$ cat config.mk
export PLATFORM = sky130hd
export DESIGN_NAME = id_ex_stage_flat
export DESIGN_NICKNAME = d
export VERILOG_FILES = /design/src/rtl/id_ex_stage_pkg.sv /design/src/rtl/id_ex_stage_if.sv /design/src/rtl/id_ex_stage_fwd_mux.sv /design/src/rtl/id_ex_stage.sv /design/src/flat_wrapper.sv
export SDC_FILE = /design/constraint.sdc
export NUM_CORES = 1
export LEC_CHECK = 0
export CAP_MARGIN = 20
export CORE_ASPECT_RATIO = 0.7
export CORE_MARGIN = 2
export CORE_UTILIZATION = 36
export CTS_CLUSTER_DIAMETER = 50
export CTS_CLUSTER_SIZE = 20
export DETAILED_ROUTE_END_ITERATION = 10
export MAX_ROUTING_LAYER = met4
export PLACE_DENSITY = 0.81
export SLEW_MARGIN = 20
export SYNTH_ARGS = -nofsm -noshare
export SYNTH_HDL_FRONTEND = slang
export SYNTH_HIERARCHICAL = 1
export SYNTH_SLANG_ARGS = --single-unit
$ cat constraint.sdc
create_clock -name clk -period 5.61 [get_ports clk]
set_input_delay 1.683 -clock clk [delete_from_list [all_inputs] [get_ports clk]]
set_output_delay 1.683 -clock clk [all_outputs]
set_load 0.02 [all_outputs]
$ cat src/rtl/id_ex_stage_pkg.sv
`default_nettype none
// ============================================================================
// Module   : id_ex_stage_pkg
// Purpose  : Shared widths, ALU opcodes, EX control bundle and forwarding
//            select encoding for the ID->EX pipeline register.
//            Build option: define ID_EX_FWD_EN to enable EX/MEM forwarding.
// Revision : 1.0  initial release
// ============================================================================
package id_ex_stage_pkg;

    localparam int XLEN = 32;
    localparam int RAW  = 5;
    localparam int OPW  = 4;

    localparam logic [OPW-1:0] OP_ADD   = 4'd0;
    localparam logic [OPW-1:0] OP_SUB   = 4'd1;
    localparam logic [OPW-1:0] OP_AND   = 4'd2;
    localparam logic [OPW-1:0] OP_OR    = 4'd3;
    localparam logic [OPW-1:0] OP_XOR   = 4'd4;
    localparam logic [OPW-1:0] OP_SLL   = 4'd5;
    localparam logic [OPW-1:0] OP_SRL   = 4'd6;
    localparam logic [OPW-1:0] OP_SRA   = 4'd7;
    localparam logic [OPW-1:0] OP_SLT   = 4'd8;
    localparam logic [OPW-1:0] OP_SLTU  = 4'd9;
    localparam logic [OPW-1:0] OP_PASSB = 4'd10;

`ifdef ID_EX_FWD_EN
    localparam bit FWD_EN = 1'b1;
`else
    localparam bit FWD_EN = 1'b0;
`endif

    typedef struct packed {
        logic           valid;
        logic [OPW-1:0] op;
        logic           branch;
        logic [RAW-1:0] rd;
        logic           wen;
        logic           mem_rd;
    } ex_ctrl_t;

    // A bubble must never look like a taken branch or a register write.
    localparam ex_ctrl_t BUBBLE_CTRL = '0;

    typedef enum logic [1:0] {
        FWD_RF  = 2'd0,
        FWD_WB  = 2'd1,
        FWD_MEM = 2'd2,
        FWD_EX  = 2'd3
    } fwd_sel_t;

    function automatic logic src_match(input logic           valid,
                                       input logic           wen,
                                       input logic [RAW-1:0] rd,
                                       input logic [RAW-1:0] rs);
        return valid && wen && (rd == rs) && (rs != '0);
    endfunction

endpackage
`default_nettype wire

$ cat src/rtl/id_ex_stage_if.sv
`default_nettype none
// ============================================================================
// Module   : id_ex_stage_if
// Purpose  : ID-side instruction, producer bypass buses and registered EX
//            outputs of the ID->EX stage.
// Revision : 1.0  initial release
// ============================================================================
interface id_ex_stage_if;
    import id_ex_stage_pkg::*;

    logic            id_valid;
    logic [OPW-1:0]  id_op;
    logic            id_branch;
    logic            id_use_rs1;
    logic            id_use_rs2;
    logic [RAW-1:0]  id_rs1;
    logic [RAW-1:0]  id_rs2;
    logic [XLEN-1:0] id_rs1_val;
    logic [XLEN-1:0] id_rs2_val;
    logic [XLEN-1:0] id_imm;
    logic            id_use_imm;
    logic [RAW-1:0]  id_rd;
    logic            id_wen;
    logic            id_mem_rd;

    logic [XLEN-1:0] ex_cal;
    logic            ex_if_branch;
    logic [RAW-1:0]  mem_rd;
    logic            mem_wen;
    logic [XLEN-1:0] mem_data;
    logic [RAW-1:0]  wb_rd;
    logic            wb_wen;
    logic [XLEN-1:0] wb_data;

    logic            id_stall;
    logic            ex_valid;
    logic [OPW-1:0]  ex_op;
    logic            ex_branch;
    logic [XLEN-1:0] ex_a;
    logic [XLEN-1:0] ex_b;
    logic [RAW-1:0]  ex_rd;
    logic            ex_wen;
    logic            ex_mem_rd;

    modport master (
        output id_valid, id_op, id_branch, id_use_rs1, id_use_rs2, id_rs1, id_rs2,
               id_rs1_val, id_rs2_val, id_imm, id_use_imm, id_rd, id_wen, id_mem_rd,
               ex_cal, ex_if_branch, mem_rd, mem_wen, mem_data, wb_rd, wb_wen, wb_data,
        input  id_stall, ex_valid, ex_op, ex_branch, ex_a, ex_b, ex_rd, ex_wen, ex_mem_rd
    );

    modport slave (
        input  id_valid, id_op, id_branch, id_use_rs1, id_use_rs2, id_rs1, id_rs2,
               id_rs1_val, id_rs2_val, id_imm, id_use_imm, id_rd, id_wen, id_mem_rd,
               ex_cal, ex_if_branch, mem_rd, mem_wen, mem_data, wb_rd, wb_wen, wb_data,
        output id_stall, ex_valid, ex_op, ex_branch, ex_a, ex_b, ex_rd, ex_wen, ex_mem_rd
    );

endinterface
`default_nettype wire

$ cat src/rtl/id_ex_stage_fwd_mux.sv
`default_nettype none
// ============================================================================
// Module   : id_ex_stage_fwd_mux
// Purpose  : One source operand: producer match compare and priority select
//            EX > MEM > WB > regfile (EX/MEM only when forwarding is built in).
// Revision : 1.0  initial release
// ============================================================================
module id_ex_stage_fwd_mux
    import id_ex_stage_pkg::*;
(
    input  wire logic            i_use,
    input  wire logic [RAW-1:0]  i_rs,
    input  wire logic [XLEN-1:0] i_rf_val,
    input  wire logic            i_ex_valid,
    input  wire logic            i_ex_wen,
    input  wire logic            i_ex_is_load,
    input  wire logic [RAW-1:0]  i_ex_rd,
    input  wire logic [XLEN-1:0] i_ex_cal,
    input  wire logic            i_mem_wen,
    input  wire logic [RAW-1:0]  i_mem_rd,
    input  wire logic [XLEN-1:0] i_mem_data,
    input  wire logic            i_wb_wen,
    input  wire logic [RAW-1:0]  i_wb_rd,
    input  wire logic [XLEN-1:0] i_wb_data,
    output logic [XLEN-1:0]      o_operand,
    output logic                 o_ex_hit,
    output logic                 o_mem_hit
);

    logic     w_ex_hit;
    logic     w_mem_hit;
    logic     w_wb_hit;
    fwd_sel_t w_sel;

    assign w_ex_hit  = i_use && src_match(i_ex_valid, i_ex_wen, i_ex_rd, i_rs);
    assign w_mem_hit = i_use && src_match(1'b1, i_mem_wen, i_mem_rd, i_rs);
    assign w_wb_hit  = i_use && src_match(1'b1, i_wb_wen, i_wb_rd, i_rs);

    assign o_ex_hit  = w_ex_hit;
    assign o_mem_hit = w_mem_hit;

    // Later assignments override earlier ones, so the youngest producer wins.
    always_comb begin
        w_sel = FWD_RF;
        if (w_wb_hit) begin
            w_sel = FWD_WB;
        end
        if (FWD_EN && w_mem_hit) begin
            w_sel = FWD_MEM;
        end
        if (FWD_EN && w_ex_hit && !i_ex_is_load) begin
            w_sel = FWD_EX;
        end
    end

    always_comb begin
        case (w_sel)
            FWD_EX:  o_operand = i_ex_cal;
            FWD_MEM: o_operand = i_mem_data;
            FWD_WB:  o_operand = i_wb_data;
            default: o_operand = i_rf_val;
        endcase
    end

endmodule
`default_nettype wire

$ cat src/rtl/id_ex_stage.sv
`default_nettype none
// ============================================================================
// Module   : id_ex_stage
// Purpose  : ID->EX pipeline register with operand forwarding, hazard stall,
//            bubble insertion and taken-branch flush.
// Revision : 1.0  initial release
// ============================================================================
module id_ex_stage
    import id_ex_stage_pkg::*;
(
    input  wire logic   clk,
    input  wire logic   rst_n,
    id_ex_stage_if.slave bus
);

    ex_ctrl_t        r_ctrl;
    logic [XLEN-1:0] r_a;
    logic [XLEN-1:0] r_b;

    ex_ctrl_t        w_next_ctrl;
    logic [XLEN-1:0] w_next_a;
    logic [XLEN-1:0] w_next_b;

    logic [XLEN-1:0] w_fwd_a;
    logic [XLEN-1:0] w_fwd_b;
    logic            w_a_ex_hit;
    logic            w_a_mem_hit;
    logic            w_b_ex_hit;
    logic            w_b_mem_hit;
    logic            w_use_b;
    logic            w_ex_hit;
    logic            w_mem_hit;
    logic            w_hazard;
    logic            w_flush;
    logic            w_stall;
    logic            w_bubble;

    // rs2 is not a real source when B comes from the immediate.
    assign w_use_b = bus.id_use_rs2 && !bus.id_use_imm;

    id_ex_stage_fwd_mux u_fwd_a (
        .i_use        (bus.id_use_rs1),
        .i_rs         (bus.id_rs1),
        .i_rf_val     (bus.id_rs1_val),
        .i_ex_valid   (r_ctrl.valid),
        .i_ex_wen     (r_ctrl.wen),
        .i_ex_is_load (r_ctrl.mem_rd),
        .i_ex_rd      (r_ctrl.rd),
        .i_ex_cal     (bus.ex_cal),
        .i_mem_wen    (bus.mem_wen),
        .i_mem_rd     (bus.mem_rd),
        .i_mem_data   (bus.mem_data),
        .i_wb_wen     (bus.wb_wen),
        .i_wb_rd      (bus.wb_rd),
        .i_wb_data    (bus.wb_data),
        .o_operand    (w_fwd_a),
        .o_ex_hit     (w_a_ex_hit),
        .o_mem_hit    (w_a_mem_hit)
    );

    id_ex_stage_fwd_mux u_fwd_b (
        .i_use        (w_use_b),
        .i_rs         (bus.id_rs2),
        .i_rf_val     (bus.id_rs2_val),
        .i_ex_valid   (r_ctrl.valid),
        .i_ex_wen     (r_ctrl.wen),
        .i_ex_is_load (r_ctrl.mem_rd),
        .i_ex_rd      (r_ctrl.rd),
        .i_ex_cal     (bus.ex_cal),
        .i_mem_wen    (bus.mem_wen),
        .i_mem_rd     (bus.mem_rd),
        .i_mem_data   (bus.mem_data),
        .i_wb_wen     (bus.wb_wen),
        .i_wb_rd      (bus.wb_rd),
        .i_wb_data    (bus.wb_data),
        .o_operand    (w_fwd_b),
        .o_ex_hit     (w_b_ex_hit),
        .o_mem_hit    (w_b_mem_hit)
    );

    assign w_ex_hit  = w_a_ex_hit  || w_b_ex_hit;
    assign w_mem_hit = w_a_mem_hit || w_b_mem_hit;

    // With forwarding only an EX load blocks; without it any EX/MEM producer must drain to WB.
    assign w_hazard = FWD_EN ? (w_ex_hit && r_ctrl.mem_rd) : (w_ex_hit || w_mem_hit);
    assign w_flush  = bus.ex_if_branch;
    assign w_stall  = bus.id_valid && w_hazard && !w_flush;
    assign w_bubble = !bus.id_valid || w_hazard || w_flush;

    assign bus.id_stall = w_stall;

    always_comb begin
        w_next_ctrl = BUBBLE_CTRL;
        w_next_a    = '0;
        w_next_b    = '0;
        if (!w_bubble) begin
            w_next_ctrl.valid  = 1'b1;
            w_next_ctrl.op     = bus.id_op;
            w_next_ctrl.branch = bus.id_branch;
            w_next_ctrl.rd     = bus.id_rd;
            w_next_ctrl.wen    = bus.id_wen;
            w_next_ctrl.mem_rd = bus.id_mem_rd;
            w_next_a           = w_fwd_a;
            w_next_b           = bus.id_use_imm ? bus.id_imm : w_fwd_b;
        end
    end

    always_ff @(posedge clk or negedge rst_n) begin
        if (!rst_n) begin
            r_ctrl <= BUBBLE_CTRL;
            r_a    <= '0;
            r_b    <= '0;
        end else begin
            r_ctrl <= w_next_ctrl;
            r_a    <= w_next_a;
            r_b    <= w_next_b;
        end
    end

    assign bus.ex_valid  = r_ctrl.valid;
    assign bus.ex_op     = r_ctrl.op;
    assign bus.ex_branch = r_ctrl.branch;
    assign bus.ex_rd     = r_ctrl.rd;
    assign bus.ex_wen    = r_ctrl.wen;
    assign bus.ex_mem_rd = r_ctrl.mem_rd;
    assign bus.ex_a      = r_a;
    assign bus.ex_b      = r_b;

endmodule
`default_nettype wire

$ cat src/flat_wrapper.sv
// flat-port wrapper written by rule: the top's interface ports become plain ports
module id_ex_stage_flat import id_ex_stage_pkg::*;
  (clk, rst_n, bus_id_valid, bus_id_op, bus_id_branch, bus_id_use_rs1, bus_id_use_rs2, bus_id_rs1, bus_id_rs2, bus_id_rs1_val, bus_id_rs2_val, bus_id_imm, bus_id_use_imm, bus_id_rd, bus_id_wen, bus_id_mem_rd, bus_ex_cal, bus_ex_if_branch, bus_mem_rd, bus_mem_wen, bus_mem_data, bus_wb_rd, bus_wb_wen, bus_wb_data, bus_id_stall, bus_ex_valid, bus_ex_op, bus_ex_branch, bus_ex_a, bus_ex_b, bus_ex_rd, bus_ex_wen, bus_ex_mem_rd);
  id_ex_stage_if bus_i ();
  input  wire logic clk;
  input  wire logic rst_n;
  input wire logic [$bits(bus_i.id_valid)-1:0] bus_id_valid;
  input wire logic [$bits(bus_i.id_op)-1:0] bus_id_op;
  input wire logic [$bits(bus_i.id_branch)-1:0] bus_id_branch;
  input wire logic [$bits(bus_i.id_use_rs1)-1:0] bus_id_use_rs1;
  input wire logic [$bits(bus_i.id_use_rs2)-1:0] bus_id_use_rs2;
  input wire logic [$bits(bus_i.id_rs1)-1:0] bus_id_rs1;
  input wire logic [$bits(bus_i.id_rs2)-1:0] bus_id_rs2;
  input wire logic [$bits(bus_i.id_rs1_val)-1:0] bus_id_rs1_val;
  input wire logic [$bits(bus_i.id_rs2_val)-1:0] bus_id_rs2_val;
  input wire logic [$bits(bus_i.id_imm)-1:0] bus_id_imm;
  input wire logic [$bits(bus_i.id_use_imm)-1:0] bus_id_use_imm;
  input wire logic [$bits(bus_i.id_rd)-1:0] bus_id_rd;
  input wire logic [$bits(bus_i.id_wen)-1:0] bus_id_wen;
  input wire logic [$bits(bus_i.id_mem_rd)-1:0] bus_id_mem_rd;
  input wire logic [$bits(bus_i.ex_cal)-1:0] bus_ex_cal;
  input wire logic [$bits(bus_i.ex_if_branch)-1:0] bus_ex_if_branch;
  input wire logic [$bits(bus_i.mem_rd)-1:0] bus_mem_rd;
  input wire logic [$bits(bus_i.mem_wen)-1:0] bus_mem_wen;
  input wire logic [$bits(bus_i.mem_data)-1:0] bus_mem_data;
  input wire logic [$bits(bus_i.wb_rd)-1:0] bus_wb_rd;
  input wire logic [$bits(bus_i.wb_wen)-1:0] bus_wb_wen;
  input wire logic [$bits(bus_i.wb_data)-1:0] bus_wb_data;
  output wire logic [$bits(bus_i.id_stall)-1:0] bus_id_stall;
  output wire logic [$bits(bus_i.ex_valid)-1:0] bus_ex_valid;
  output wire logic [$bits(bus_i.ex_op)-1:0] bus_ex_op;
  output wire logic [$bits(bus_i.ex_branch)-1:0] bus_ex_branch;
  output wire logic [$bits(bus_i.ex_a)-1:0] bus_ex_a;
  output wire logic [$bits(bus_i.ex_b)-1:0] bus_ex_b;
  output wire logic [$bits(bus_i.ex_rd)-1:0] bus_ex_rd;
  output wire logic [$bits(bus_i.ex_wen)-1:0] bus_ex_wen;
  output wire logic [$bits(bus_i.ex_mem_rd)-1:0] bus_ex_mem_rd;
  assign bus_i.id_valid = bus_id_valid;
  assign bus_i.id_op = bus_id_op;
  assign bus_i.id_branch = bus_id_branch;
  assign bus_i.id_use_rs1 = bus_id_use_rs1;
  assign bus_i.id_use_rs2 = bus_id_use_rs2;
  assign bus_i.id_rs1 = bus_id_rs1;
  assign bus_i.id_rs2 = bus_id_rs2;
  assign bus_i.id_rs1_val = bus_id_rs1_val;
  assign bus_i.id_rs2_val = bus_id_rs2_val;
  assign bus_i.id_imm = bus_id_imm;
  assign bus_i.id_use_imm = bus_id_use_imm;
  assign bus_i.id_rd = bus_id_rd;
  assign bus_i.id_wen = bus_id_wen;
  assign bus_i.id_mem_rd = bus_id_mem_rd;
  assign bus_i.ex_cal = bus_ex_cal;
  assign bus_i.ex_if_branch = bus_ex_if_branch;
  assign bus_i.mem_rd = bus_mem_rd;
  assign bus_i.mem_wen = bus_mem_wen;
  assign bus_i.mem_data = bus_mem_data;
  assign bus_i.wb_rd = bus_wb_rd;
  assign bus_i.wb_wen = bus_wb_wen;
  assign bus_i.wb_data = bus_wb_data;
  assign bus_id_stall = bus_i.id_stall;
  assign bus_ex_valid = bus_i.ex_valid;
  assign bus_ex_op = bus_i.ex_op;
  assign bus_ex_branch = bus_i.ex_branch;
  assign bus_ex_a = bus_i.ex_a;
  assign bus_ex_b = bus_i.ex_b;
  assign bus_ex_rd = bus_i.ex_rd;
  assign bus_ex_wen = bus_i.ex_wen;
  assign bus_ex_mem_rd = bus_i.ex_mem_rd;
  id_ex_stage u_core (.clk(clk), .rst_n(rst_n), .bus(bus_i));
endmodule
# Word level (Yosys, flattened, before mapping)

Cells that the tools add are included.

Output and inout port bits: 78
Word-level logic and storage cells: 60
Flip-flop bits (word level): 77

Reductions and logical operators: 32
Mux-type cells: 8
Eq/ne operators: 12

Operators with widths:

| cell                                       | count |
|---|---|
| one-hot mux 32 bit (3 select lines)        | 2 |
| two-way mux 32 bit                         | 3 |
| equality test 5 bit                        | 6 |
| logical AND 1 bit                          | 22 |
| two-way mux 13 bit                         | 1 |
| nonzero test 5 bit                         | 2 |
| equality test 2 bit, second input constant | 4 |
| logical OR 1 bit                           | 5 |
| zero test 1 bit                            | 3 |
| equality test 1 bit, second input constant | 2 |
| two-way mux 1 bit                          | 2 |

# Depth between registers and ports, before layout

Gate-level depths: netlist of the first run.

Depth after elaboration: 9
Gate-level depth with buffers: 10
Gate-level depth less buffers: 6

# Cells and area by module

The synthesis of the first run kept the hierarchy.

By module, submodules not included:

| module              | area an instance (um^2) | times used | cells each |
|---|---|---|---|
| id_ex_stage         | 3050.4                  | 1          | 256 |
| id_ex_stage_fwd_mux | 759.5                   | 2          | 60 |

# Least setup slack after synthesis of the first run

OpenSTA, ideal clock, no wires.

Path kind: input to output
From: in bus_id_use_imm
To: out bus_id_stall
Required time: 3.927 ns
Stages on the path: 9
Path buffers: 4
Arrival time: 3.400 ns
Setup slack: 0.527 ns
Cell sequence: clkbuf_1 -> buf_2 -> nor2b_1 -> o21ai_4 -> nor3_1 -> or4_4 -> buf_6 -> buf_6 -> nor2b_1

Longest elaborated chain between the ends: 7
Elaborated cells between the ends (all ways): 9
Those cells by class: reduce/logical (9)

RTL lines:

| what                           | line                      | source |
|---|---|---|
| start, declared                | flat_wrapper.sv:17        | `input wire logic [$bits(bus_i.id_use_imm)-1:0] bus_id_use_imm;` |
| zero test 1 bit                | id_ex_stage.sv:39         | `assign w_use_b = bus.id_use_rs2 && !bus.id_use_imm;` |
| logical AND 1 bit              | id_ex_stage.sv:39         |  |
| via u_core.w_use_b             | id_ex_stage.sv:30         | `logic w_use_b;` |
| logical AND 1 bit              | id_ex_stage_fwd_mux.sv:35 | `assign w_ex_hit = i_use && src_match(i_ex_valid, i_ex_wen, i_ex_rd, i_rs);` |
| via u_core.w_b_ex_hit          | id_ex_stage.sv:28         | `logic w_b_ex_hit;` |
| logical OR 1 bit               | id_ex_stage.sv:81         | `assign w_ex_hit = w_a_ex_hit \|\| w_b_ex_hit;` |
| logical OR 1 bit               | id_ex_stage.sv:85         | `assign w_hazard = FWD_EN ? (w_ex_hit && r_ctrl.mem_rd) : (w_ex_hit \|\| w_mem_hit);` |
| logical AND 1 bit (2 in a row) | id_ex_stage.sv:87         | `assign w_stall = bus.id_valid && w_hazard && !w_flush;` |
| end, declared                  | flat_wrapper.sv:29        | `output wire logic [$bits(bus_i.id_stall)-1:0] bus_id_stall;` |

The timed path passes the listed nets, and every way through them passes these cells.

# Final worst setup path of the first run

From: in bus_id_rs2[3]
To: out bus_id_stall

Longest elaborated chain between the ends: 8
Elaborated cells between the ends (all ways): 14
Those cells by class: eq/ne (2); reduce/logical (12)

RTL lines:

| what                             | line                      | source |
|---|---|---|
| start, declared                  | flat_wrapper.sv:13        | `input wire logic [$bits(bus_i.id_rs2)-1:0] bus_id_rs2;` |
| equality test 5 bit              | id_ex_stage_pkg.sv:56     | `return valid && wen && (rd == rs) && (rs != '0);` |
| logical AND 1 bit                | id_ex_stage_pkg.sv:56     |  |
| logical AND 1 bit *              | id_ex_stage_pkg.sv:56     |  |
| logical AND 1 bit *              | id_ex_stage_fwd_mux.sv:35 |  |
| via u_core.w_b_ex_hit            | id_ex_stage.sv:28         |  |
| logical OR 1 bit *               | id_ex_stage.sv:81         |  |
| logical OR 1 bit *               | id_ex_stage.sv:85         |  |
| logical AND 1 bit * (2 in a row) | id_ex_stage.sv:87         |  |

Mark *: on every way through the listed nets, which the timed path passes. The rest lies on a longest branch.

==> metrics.md, run 1 <==
| Metric | Value |
|---|---|
| Worst-path maximum fanout | `3` |
| H-tree Lvls | `3` |
| Layout cells sized above 1 | `20.7%` |
| Initial Util | `36.8%` |
| Final hold viol count | `0` |
| Register area | `0.00193 sq mm` |
| Final setup viols | `0` |
| # hold bufs at CTS | `0` |
| WL per Instance | `17.1 um` |
| Vias | `3,663` |
| Post-DP Area | `0.00711 sq mm` |
| Via/cell ratio | `4.64` |
| Nets | `855` |
| Largest net degree at the start of global routing | `78` |
| Ys Warns | `6` |
| Pwr dens | `223 mW/mm^2` |
| Syn nets | `609` |
| Core ar. | `0.0124 sq mm` |
| Antenna-violating nets left | `0` |
| Final Cell Area | `0.00748 sq mm` |
| Gr usage total | `20.2%` |
| Setup TNS | `0 ns` |
| Max-cap violations | `0` |
| Leakage power | `3.49 nW` |
| Grt total ovfl | `0` |
| Worst-Margin Slew | `0.955 ns` |
| Die X | `139 um` |
| CTS root buf | `clkbuf_16` |
| Area of the multi-input gates | `0.00224 sq mm` |
| Most frequent cells in the layout | `243 x clkdlybuf4s50_1, 77 x dfrtp_1, 60 x nor3_1, 60 x mux2_4, 44 x inv_1` |
| Routed wire length | `13,500 um` |
| Initial DRC count | `79` |
| Highest achievable clock rate | `183 MHz` |
| Full die area | `0.0136 sq mm` |
| CTS tree | `built` |
| Maximum vdd drop | `0.000131 V` |
| Rel. slew slack | `36.3%` |
| Syn Inst Count | `376` |
| GR Util met2 | `35.5%` |
| Cts bufs inserted | `9` |
| Hold Crit Class | `input port to asynchronous set/reset pin` |
| Cell variety after synth | `24` |
| #FFs+latches synth | `77` |
| Critical Path Source Type | `input port` |
| Worst EP arrival | `3.78 ns` |
| WS Path Type | `input port to primary output` |
| IO Count | `311` |
| Wire length of the first global-routing pass | `20,900 um` |
| DP Wirelength | `10,200 um` |
| Worst path required time | `3.93 ns` |
| Vias in the first global route | `3,979` |
| Commonest non-fill, non-tap cell in the layout | `clkdlybuf4s50_1` |
| Drt first pass iters | `4` |
| Port Buffers | `246` |
| Min cycle time layout | `5.46 ns` |
| GR Util met1 | `22.7%` |
| Gpl congestion | `0.838` |
| Clock Skews | `0.00851 ns` |
| Status | `completed` |
| Ant diodes | `0` |
| Grt met3 use | `6.47%` |
| GR peak layer | `met2` |
| Initial antenna violation count | `0` |
| Final Max Tran Viols | `0` |
| Remaining DRCs | `0` |
| Area delta synth->final | `63.8%` |
| Fillers | `971` |
| Sequential area share after synthesis | `42.2%` |
| Register clock-pin slew on the reported worst setup and hold paths | `0.06 ns` |
| Clk sink count | `77` |
| Chip height | `98.3 um` |
| Area of the mapped netlist | `0.00457 sq mm` |
| Syn Area/Cell | `12.2 sq um` |
| Unrepaired setup endpoints after global routing | `false` |
| Max Root-Sink Buffers | `2` |
| Worst setup EP type | `primary output` |
| Clock latency on the worst-skew pair | `0.33 ns` |
| Rows | `34` |
| Final Cycle Share | `97.3%` |
[power breakdown]
group	total (W)	internal [W]	switching, W
clock network	0.000717	0.000483	0.000234
registers	0.000588	0.000579	0.00000896
logic	0.000364	0.000220	0.000144
[cells by family (layout without fill, tap and decap cells)]
group | after synthesis | after routing | synth area share, %
flip-flops | 77 | 77 | 42.2
multiplexers | 96 | 96 | 27.7
AO/OA/AOI/OAI | 2 | 2 | 0.712
buffers and inverters | 72 | 323 | 8.95
AND/OR/NAND/NOR | 99 | 99 | 14.7
XOR/XNOR | 30 | 30 | 5.75
[critical path, stage by stage]
cell	delay (ns)
clkdlybuf4s50_1	0.46
or4_4	0.55
o21ai_4	0.18
nor3_1	0.08
or4_4	0.53
nor2b_1	0.15
clkbuf_2	0.15
[stage by stage]
step                worst slack (ns)  cells  hold slack [ns]  total power (W)  utilization [%]
finish                         0.151    789             1.51          0.00167             60.3
global route                   0.115    789             1.60          0.00173             60.3
CTS                          0.00875    788             1.55          0.00169             60.2
floorplan                      0.527    376             1.10         0.000747                -
detailed placement            -0.205    772             1.55         0.000963             57.2
global placement              -0.201    772             1.53         0.000956             57.2
[layout make-up]
class | count | area share, %
Timing Repair Buffer | 263 | 34.4
Sequential cell | 77 | 25.7
Clock buffer | 9 | 3.01
Tap cell | 162 | 2.71
Multi-Input combinational cell | 227 | 29.9
Clock inverter | 7 | 1.96
Inverter | 44 | 2.21
[state kept, by name, indices dropped and copies added (netlist names)]
name and count:
u_core/bus.ex_branch 1, u_core/bus.ex_rd 5, u_core/bus.ex_a 32, u_core/bus.ex_wen 1, u_core/bus.ex_mem_rd 1, u_core/bus.ex_op 4
u_core/bus.ex_valid 1, u_core/bus.ex_b 32
[Yosys cell counts]
master	n	area (sq um)
buf_1	2	7.51
buf_12	6	120
buf_2	9	45.0
buf_6	4	45.0
clkbuf_1	7	26.3
dfrtp_1	77	1930
inv_1	44	165
mux2_2	4	45.0
mux2_4	60	901
mux2i_1	32	320
nand2_1	2	7.51
nand2b_1	1	6.26
nand3_1	2	10.0
nand4_1	4	25.0
nand4b_4	2	47.6
nor2_1	1	3.75
nor2b_1	2	12.5
nor3_1	60	300
nor3_2	20	200
nor4_2	2	25.0
o21ai_4	2	32.5
or4_4	3	33.8
xnor2_1	22	193
xor2_1	8	70.1
[per-layer routing]
metal  up-vias  routed length, um
li1       1766                  -
met1      1721               5500
met2       161               6700
met3        15               1110
met4         0                160
met5         -                  0
[worst paths after layout]
kind	startpoint	endpoint	slack, ns	cells after the start
max in group asynchronous	rst_n	u_core/bus.ex_a[25]$_DFF_PN0_	3.49	1
setup / recovery	bus_id_rs2[3]	bus_id_stall	0.15	7
setup reg to reg	u_core/bus.ex_rd[4]$_DFF_PN0_	u_core/bus.ex_b[21]$_DFF_PN0_	3.46	6
hold / removal	rst_n	u_core/bus.ex_b[8]$_DFF_PN0_	1.51	1
min in group clk	u_core/bus.ex_valid$_DFF_PN0_	u_core/bus.ex_branch$_DFF_PN0_	1.53	5
hold reg to reg	u_core/bus.ex_valid$_DFF_PN0_	u_core/bus.ex_branch$_DFF_PN0_	1.53	5
[timing repair]
action / CTS / global route
pin swaps: 0 / 1
setup buffers: 0 / 1
setup endpoints to repair: 1 / 1
gates resized for setup: 1 / 2
Power figures use the tool's default switching activity.
==> inputs of run 2 (changes only) <==
--- a/constraint.sdc
+++ b/constraint.sdc
@@ -3,2 +3,2 @@
 set_output_delay 1.683 -clock clk [all_outputs]
-set_load 0.02 [all_outputs]
+set_load 0.05 [all_outputs]
==> run 2 against run 1 <==
  * Register-to-register slack lost 0.07 ns
  * Utilization shrank 0.19 points
  * Sequential power is essentially flat
  * Cell area down 0.32%
  * Via count increased by 0.38%
  * Sequential share of layout area increased by 0.082 points
  * Global-route usage increased by 0.16 points
  * Clock skew fell by 0.0025 ns
  * Power down 0.14%
  * Die area unchanged
  * Flip-flop and latch count stayed put
  * Non-clock buffer count fell by 2
  * Highest routed layer unchanged
==> metrics.md, run 2 (same netlist as run 1, synthesis figures left out) <==
| Metric | Value |
|---|---|
| Pint | `0.00123 W` |
| Status | `completed` |
| Ant diodes | `0` |
| Psw | `0.000433 W` |
| Clk sink count | `77` |
| Layout cells sized above 1 | `20.3%` |
| # hold bufs at CTS | `0` |
| Clock latency on the worst-skew pair | `0.33 ns` |
| Gpl congestion | `0.849` |
| WS Path Type | `input port to primary output` |
| PostCTS Resize Cnt | `0` |
| Full die area | `0.0136 sq mm` |
| Setup TNS | `0 ns` |
| Grt total ovfl | `0` |
| Min cycle time layout | `5.53 ns` |
| Most frequent cells in the layout | `243 x clkdlybuf4s50_1, 77 x dfrtp_1, 60 x nor3_1, 60 x mux2_4, 44 x inv_1` |
| Initial antenna violation count | `0` |
| Rows | `34` |
| Register clock-pin slew on the reported worst setup and hold paths | `0.06 ns` |
| Vias | `3,677` |
| Final hold viol count | `0` |
| Via/cell ratio | `4.67` |
| Max Root-Sink Buffers | `2` |
| Final Cell Area | `0.00746 sq mm` |
| Final Cycle Share | `98.6%` |
| Highest achievable clock rate | `181 MHz` |
| Rel. slew slack | `37.0%` |
| Vias in the first global route | `4,017` |
| Critical Path Source Type | `input port` |
| PnR worst setup slack | `0.0769 ns` |
| Register-to-register setup slack | `3.39 ns` |
| Critical path's top delay family | `simple AND/OR/NAND/NOR gates` |
| Gr usage total | `20.3%` |
| WL per Instance | `17.1 um` |
| Post-layout util | `60.1%` |
| Worst path required time | `3.93 ns` |
| Seq pwr share | `35.3%` |
| Worst r2r src | `u_core/bus.ex_rd[0]$_DFF_PN0_` |
| Worst-Margin Slew | `0.945 ns` |
| Post-DP Area | `0.00709 sq mm` |
| Core ar. | `0.0124 sq mm` |
| Max-cap violations | `0` |
| Commonest non-fill, non-tap cell in the layout | `clkdlybuf4s50_1` |
| Wire length of the first global-routing pass | `21,100 um` |
| Area delta synth->final | `63.3%` |
| Final Max Tran Viols | `0` |
| Worst stage delay on the critical path | `0.57 ns` |
| Largest net degree at the start of global routing | `78` |
| Worst EP arrival | `3.85 ns` |
| CTS root buf | `clkbuf_16` |
| Clock power frac | `39.5%` |
| Final setup viols | `0` |
| Remaining DRCs | `0` |
| Drt first pass iters | `4` |
| Chip height | `98.3 um` |
| Net Sw Frac | `26.0%` |
| IO Count | `311` |
| CP Buf/Inv Count | `2` |
| Cell-by-cell trace of the critical path | `clkdlybuf4s50_1 -> or4_4 -> o21ai_4 -> nor3_1 -> or4_4 -> nor2b_1 -> buf_4` |
| CP most frequent cell | `or4_4` |
| Nets | `853` |
| Pwr dens | `223 mW/mm^2` |
| Antenna-violating nets left | `0` |
| R2R depth | `6` |
| Pre-CTS setup slack | `0.0923 ns` |
| Hold Crit Class | `input port to asynchronous set/reset pin` |
| Post-CTS Setup Bufs | `0` |
| CTS tree | `built` |
| Maximum vdd drop | `0.000144 V` |
| Initial DRC count | `128` |
| Routed wire length | `13,400 um` |
| DP Wirelength | `10,200 um` |
| Number of cells on the critical path | `7` |
| Worst-path maximum fanout | `3` |
| Initial Util | `36.8%` |
| Port Buffers | `246` |
| Cts bufs inserted | `9` |
| Leakage power | `3.48 nW` |
| Die X | `139 um` |
| Worst reg2reg path endpoint | `u_core/bus.ex_b[21]$_DFF_PN0_` |
| Clock Skews | `0.00606 ns` |
| Worst setup EP type | `primary output` |
| CP max-delay cell | `or4_4` |
| H-tree Lvls | `3` |
| Combinational Power Share | `25.3%` |
| Unrepaired setup endpoints after global routing | `false` |
==> run 2: cell count changes in the layout (fill, tap and decap cells not counted), sizes merged <==
| cell | previous run | this run |
|---|---|---|
| buf | 19 | 18 |
| bufinv | 4 | 3 |
| clkinvlp | 0 | 1 |
| inv | 45 | 44 |
==> run 2: per-stage QoR <==
step	total power [W]	hold slack, ns	cells
floorplan	0.000802	1.30	376
CTS	0.00168	1.55	786
global route	0.00174	1.29	787
detailed placement	0.00102	1.56	770
global placement	0.00101	1.53	770
finish	0.00167	1.27	787
==> run 2: layer usage <==
layer | part of all wire, % | wire length, um | vias to the layer above | track usage (%)
met5 | 0 | 0 | - | -
met4 | 0.97 | 130 | 0 | 4.20
met3 | 8.2 | 1110 | 11 | 6.72
met2 | 49 | 6540 | 156 | 34.1
met1 | 42 | 5640 | 1749 | 24.2
li1 | - | - | 1761 | -
==> run 2: area by class of cell <==
| class | count | area [sq um] |
|---|---|---|
| Clock inverter | 6 | 111 |
| Fill cell | 1000 | 4960 |
| Sequential cell | 77 | 1930 |
| Clock buffer | 10 | 229 |
| Timing Repair Buffer | 261 | 2580 |
| Multi-Input combinational cell | 227 | 2240 |
| Tap cell | 162 | 203 |
| Inverter | 44 | 165 |
==> run 2: power by group through the flow <==
stage	clock, W	sequential, W	combinational, W
2_1_floorplan	0	0.000684	0.000119
3_3_place_gp	0	0.000598	0.000413
3_5_place_dp	0	0.000598	0.000420
4_1_cts	0.000669	0.000588	0.000422
5_1_grt	0.000701	0.000590	0.000445
6_report	0.000658	0.000588	0.000421
==> run 2: worst max path at each step <==
stage	end	start
after CTS	bus_id_stall	bus_id_rs1[2]
final	bus_id_stall	bus_id_rs1[2]
after floorplan	bus_id_stall	bus_id_use_imm
after detailed placement	bus_id_stall	bus_id_rs1[2]
after global routing	bus_id_stall	bus_id_rs2[3]
after global placement	bus_id_stall	bus_id_rs2[2]
